`src/rtl/rob_commit.sv`:
```
// rob_commit: reorder buffer for the Tomasulo core.
// Allocates entries in program order, captures CDB results out of order and retires in order.
// On retire it drives the register-file write-back port, pulses a store commit or a flush.
//
// Ports:
//   clk, reset                  clock; synchronous active-high reset
//   allocValid/Op/Dest          issue-side allocation request
//   allocReady, allocTag        combinational accept and tail tag
//   cdbValid/Tag/Data/Mispredict  common data bus result broadcast
//   ROBwriteEnable/Data/Index   registered register-file write (strobe is a one-cycle pulse)
//   storeCommitValid/Tag        registered one-cycle pulse when a sw retires
//   flush                       registered one-cycle pulse after a mispredicted bne retires
//   count                       number of valid entries
module rob_commit #(
  parameter int unsigned DEPTH = 8,
  parameter int unsigned TAG_W = 3
) (
  input  logic             clk,
  input  logic             reset,
  input  logic             allocValid,
  input  logic [5:0]       allocOp,
  input  logic [4:0]       allocDest,
  output logic             allocReady,
  output logic [TAG_W-1:0] allocTag,
  input  logic             cdbValid,
  input  logic [TAG_W-1:0] cdbTag,
  input  logic [31:0]      cdbData,
  input  logic             cdbMispredict,
  output logic             ROBwriteEnable,
  output logic [31:0]      ROBwriteData,
  output logic [4:0]       ROBwriteIndex,
  output logic             storeCommitValid,
  output logic [TAG_W-1:0] storeCommitTag,
  output logic             flush,
  output logic [TAG_W:0]   count
);

  localparam logic [5:0]   OpMaxAlu = 6'd6;
  localparam logic [5:0]   OpSw     = 6'd7;
  localparam logic [5:0]   OpBne    = 6'd8;
  localparam logic [5:0]   OpLi     = 6'd9;
  localparam logic [TAG_W:0]   Depth = (TAG_W+1)'(DEPTH);
  localparam logic [TAG_W-1:0] PtrOne = TAG_W'(1);

  logic [DEPTH-1:0] r_valid, r_done, r_mis;
  logic [5:0]       r_op    [DEPTH];
  logic [4:0]       r_dest  [DEPTH];
  logic [31:0]      r_value [DEPTH];

  logic [TAG_W-1:0] r_head, r_tail;
  logic [TAG_W:0]   r_count;

  logic             r_we, r_sc, r_flush;
  logic [31:0]      r_wdata;
  logic [4:0]       r_widx;
  logic [TAG_W-1:0] r_sct;

  logic           w_cooldown, w_retire, w_flush_now, w_alloc, w_cdb_hit;
  logic           w_reg_write, w_store, w_full;
  logic [5:0]     w_head_op;
  logic [TAG_W:0] w_count_next;

  always_comb begin
    // The register file is edge-triggered on the strobe, so nothing retires while it is high.
    w_cooldown   = r_we;
    w_head_op    = r_op[r_head];
    w_retire     = r_valid[r_head] && r_done[r_head] && !w_cooldown;
    w_flush_now  = w_retire && (w_head_op == OpBne) && r_mis[r_head];
    // Full is judged on the pre-retire count: a full ROB never allocs and retires together.
    w_full       = (r_count == Depth);
    allocReady   = !w_full && !w_flush_now;
    allocTag     = r_tail;
    w_alloc      = allocValid && allocReady;
    w_reg_write  = w_retire && ((w_head_op <= OpMaxAlu) || (w_head_op == OpLi)) &&
                   (r_dest[r_head] != 5'd0);
    w_store      = w_retire && (w_head_op == OpSw);
    // Allocation of the same tag wins over a CDB write.
    w_cdb_hit    = cdbValid && r_valid[cdbTag] && !r_done[cdbTag] &&
                   !(w_alloc && (cdbTag == r_tail));
    w_count_next = r_count + {{TAG_W{1'b0}}, w_alloc} - {{TAG_W{1'b0}}, w_retire};
  end

  always_ff @(posedge clk) begin
    if (reset) begin
      r_valid <= '0;
      r_done  <= '0;
      r_mis   <= '0;
      for (int i = 0; i < int'(DEPTH); i++) begin
        r_op[i]    <= '0;
        r_dest[i]  <= '0;
        r_value[i] <= '0;
      end
      r_head  <= '0;
      r_tail  <= '0;
      r_count <= '0;
      r_we    <= 1'b0;
      r_wdata <= '0;
      r_widx  <= '0;
      r_sc    <= 1'b0;
      r_sct   <= '0;
      r_flush <= 1'b0;
    end else begin
      r_we    <= w_reg_write;
      r_sc    <= w_store;
      r_flush <= w_flush_now;
      if (w_reg_write) begin
        r_widx  <= r_dest[r_head];
        r_wdata <= r_value[r_head];
      end
      if (w_store) begin
        r_sct <= r_head;
      end
      if (w_flush_now) begin
        // Mispredict squashes everything, including this cycle's alloc and CDB write.
        r_valid <= '0;
        r_done  <= '0;
        r_mis   <= '0;
        r_head  <= '0;
        r_tail  <= '0;
        r_count <= '0;
      end else begin
        if (w_cdb_hit) begin
          r_done[cdbTag]  <= 1'b1;
          r_value[cdbTag] <= cdbData;
          r_mis[cdbTag]   <= cdbMispredict;
        end
        if (w_retire) begin
          r_valid[r_head] <= 1'b0;
          r_done[r_head]  <= 1'b0;
          r_mis[r_head]   <= 1'b0;
          r_head          <= r_head + PtrOne;
        end
        if (w_alloc) begin
          r_valid[r_tail] <= 1'b1;
          r_done[r_tail]  <= 1'b0;
          r_mis[r_tail]   <= 1'b0;
          r_op[r_tail]    <= allocOp;
          r_dest[r_tail]  <= allocDest;
          r_tail          <= r_tail + PtrOne;
        end
        r_count <= w_count_next;
      end
    end
  end

  assign ROBwriteEnable   = r_we;
  assign ROBwriteData     = r_wdata;
  assign ROBwriteIndex    = r_widx;
  assign storeCommitValid = r_sc;
  assign storeCommitTag   = r_sct;
  assign flush            = r_flush;
  assign count            = r_count;

endmodule

```
`config.mk`:
```
export PLATFORM = sky130hd
export DESIGN_NAME = rob_commit
export DESIGN_NICKNAME = d
export VERILOG_FILES = /design/src/rtl/rob_commit.sv
export SDC_FILE = /design/constraint.sdc
export NUM_CORES = 1
export LEC_CHECK = 0
export CORE_ASPECT_RATIO = 0.7
export CORE_UTILIZATION = 39
export CTS_BUF_LIST = sky130_fd_sc_hd__clkbuf_4 sky130_fd_sc_hd__clkbuf_8
export DETAILED_ROUTE_END_ITERATION = 12
export DONT_BUFFER_PORTS = 1
export HOLD_SLACK_MARGIN = 0.08
export PLACE_DENSITY_LB_ADDON = 0.05
export SLEW_MARGIN = 20
export SYNTH_ARGS = -nofsm -noshare
export SYNTH_HDL_FRONTEND = slang
export SYNTH_SLANG_ARGS = --single-unit
```
`constraint.sdc`:
```
create_clock -name clk -period 6.49 [get_ports clk]
set_input_delay 0.649 -clock clk [delete_from_list [all_inputs] [get_ports clk]]
set_output_delay 0.649 -clock clk [all_outputs]
set_load 0.01 [all_outputs]
```
==> flow_summary.json <==
{
  "clockRootBuffer": "clkbuf_8",
  "status": "complete, no violations",
  "nFillCells": 4383,
  "initial_core_util": 0.396,
  "final_antenna_net_count": 0,
  "crit_type": "reg -> reg",
  "nNetsFinal": 1417,
  "synth_area_um2": 19000,
  "tns_ns": 0,
  "cts_buffer_depth": 3,
  "die_h_um": 187,
  "vias": 10800,
  "cts_sinks": 424,
  "path_clk_slew_ns": 0.06,
  "cts_resized": 0,
  "yosysTopAreaCell": "edfxtp_1",
  "crit_path_end_kind": "flop",
  "wl_per_cell_um": 23.8,
  "via_per_inst": 5.21,
  "hp-class": "in -> reg",
  "synth_top_area_frac": 0.544,
  "async_reset_ff_frac": 0,
  "grt_pass1_vias": 10900,
  "max_stage_delay_ns": 0.84,
  "peakVddDrop_uv": 127,
  "yosys_warnings": 0,
  "ys_dominant_reg_cell": "edfxtp_1",
  "synthesis.nets": 1409,
  "drive_gt1_frac": 0.202,
  "grt_pass1_wl_um": 73800,
  "syn_inst": 1350,
  "ys_types": 56,
  "syn_to_final_growth_pct": 12.0,
  "clk_latency_ns": 0.63,
  "hpwl_um": 31600,
  "period_share": 0.716,
  "synth_edf_count": 344,
  "rows": 67,
  "coreArea_um2": 48000,
  "h-tree-depth": 3,
  "cp_max_fo": 33,
  "worst_pin_slew_ns": 1.04,
  "crit_chain": "inv_1 -> mux2_2 -> or4_1 -> o31ai_4 -> nor3_2 -> buf_4 -> or2_2",
  "r2r_slack_ns": 1.85,
  "ys_seq_area_frac": 0.628,
  "final-setup-viol-count": 0,
  "route.detailed.drc": 0,
  "syn_area_per_cell_um2": 14.1,
  "track_usage": 0.204,
  "synth.most_common_cell": "and2_1",
  "ys_ff_latch": 424,
  "worstPathRequired_ns": 6.72,
  "totalWireLength_um": 49300,
  "critPathLaunchType": "flop",
  "synthTopCellsByCount": "347 x and2_1, 344 x edfxtp_1, 83 x mux4_2, 80 x dfxtp_1, 79 x clkbuf_1",
  "max_cap_violations": 0,
  "max_slew_margin": 0.306,
  "grt_max_degree": 65,
  "fmax_mhz": 215,
  "rsz0062_at_grt": "no",
  "antenna_found_initial": 1,
  "final.min_clock_period_ns": 4.64,
  "num_io_pins": 102,
  "fin_util": 0.444,
  "dieArea_um2": 49600,
  "cellLeakagePower_nw": 7.62,
  "final-hold-violation-count": 0,
  "critPathSlowestCell": "o31ai_4",
  "skew_ns": 0.0217,
  "die_width_um": 266,
  "cts_tree": "done",
  "cts_buffers": 71,
  "routabilityCongestion": 0.804,
  "grt.overflow.total": 0,
  "dr.pass1.iters": 5,
  "holdWs_ns": 0.141,
  "port_buffers": 0,
  "drt_iter0_drc": 855,
  "powerDensity_nw_per_um2": 273,
  "slew_viol_final": 0,
  "critPathArrivalTime_ns": 4.88,
  "ys_top_cells_by_area": "edfxtp_1 54%, and2_1 11%, mux4_2 9.8%"
}
[metrics by stage]
stage	instance area (µm²)	cells	setup WS, ns	power, mW
detailed placement	19800	1939	1.85	3.45
global placement	19800	1939	1.93	3.45
floorplan	19000	1350	2.46	3.34
global route	21300	2067	1.61	6.03
finish	21300	2069	1.85	5.81
CTS	21300	2067	1.88	5.88
[cell type report]
type | instances | area [µm²] | share of cell area
diodes | 2 | 5.00 | 0.000235
clock buffers | 105 | 1310 | 0.0617
clock inverters | 22 | 106 | 0.00500
inverters | 19 | 71.3 | 0.00335
multi-input cells | 810 | 6770 | 0.318
flip-flops and latches | 424 | 11900 | 0.561
well taps | 655 | 820 | 0.0385
repair buffers | 32 | 260 | 0.0122
[per-layer routing]
layer,vias to the layer above,GRT usage,share of wire
li1,4996,-,-
met1,5436,0.323,0.52
met2,283,0.280,0.41
met3,64,0.0461,0.054
met4,0,0.0458,0.016
met5,-,0,0
[final timing paths]
kind | start | to | depth (start not counted)
hold reg to reg | r_valid[7]$_SDFF_PP0_ | r_valid[7]$_SDFF_PP0_ | 2
hold / removal | reset | storeCommitValid$_SDFF_PP0_ | 1
setup reg to reg | flop | r_value[1][4]$_SDFFCE_PN0P_ | 7
setup / recovery | flop | r_value[1][4]$_SDFFCE_PN0P_ | 7
[kinds of logic (layout without fill, tap and decap cells)]
| logic type | after synthesis | count (layout) | share of synthesized area |
|---|---|---|---|
| adder cells (fa/ha/maj) | 8 | 8 | 0.00566 |
| XOR/XNOR | 5 | 5 | 0.00230 |
| AND/OR/NAND/NOR | 532 | 532 | 0.162 |
| flip-flops | 424 | 424 | 0.628 |
| multiplexers | 147 | 147 | 0.132 |
| AO/OA/AOI/OAI | 118 | 118 | 0.0461 |
| other | 0 | 2 | 0 |
| buffers and inverters | 116 | 178 | 0.0238 |
[flip-flops by register name, summed over array words and instances, names as in the netlist, 3 cells and up, named ones only]
register        count
ROBwriteIndex       5
r_op               48
r_head              3
r_dest             40
r_valid             8
storeCommitTag      3
r_mis               8
allocTag            3
ROBwriteData       32
count               4
r_done              8
r_value           256
[critical path, delay by kind of cell (launching register included)]
| kind | cells | cell delay [ns] |
|---|---|---|
| AND/OR/NAND/NOR | 3 | 1.51 |
| AO/OA/AOI/OAI | 1 | 0.84 |
| flip-flops | 1 | 0.76 |
| buffers and inverters | 2 | 0.66 |
| multiplexers | 1 | 0.40 |
[power by group]
| part | total (mW) | internal, mW | switching [mW] |
|---|---|---|---|
| sequential | 3.09 | 3.04 | 0.0461 |
| combinational | 0.315 | 0.111 | 0.204 |
| clock | 2.41 | 1.30 | 1.11 |
| total | 5.81 | 4.45 | 1.36 |
[layout by cell type (no fill, tap or decap), types with 7 or more instances in the layout]
| cell type | netlist | routed |
|---|---|---|
| ha_1 | 7 | 7 |
| a211oi_1 | 39 | 39 |
| clkbuf_8 | 0 | 84 |
| nand2b_1 | 7 | 7 |
| mux4_2 | 83 | 83 |
| nand2_1 | 30 | 30 |
| mux2i_1 | 58 | 58 |
| nor4_1 | 14 | 7 |
| inv_1 | 18 | 18 |
| edfxtp_1 | 344 | 344 |
| clkbuf_4 | 0 | 21 |
| and2_1 | 347 | 347 |
| dfxtp_1 | 80 | 78 |
| a21o_1 | 11 | 11 |
| buf_4 | 1 | 31 |
| or2_2 | 4 | 12 |
| clkinv_1 | 0 | 12 |
| nor3_1 | 27 | 21 |
| nor2_1 | 68 | 68 |
| a21oi_1 | 17 | 17 |
[repair_timing]
action | CTS | global route
hold buffers | 1 | 0
setup buffers | 0 | 0
endpoints found under the hold margin | 40 | 0
Power figures use the tool's default switching activity.
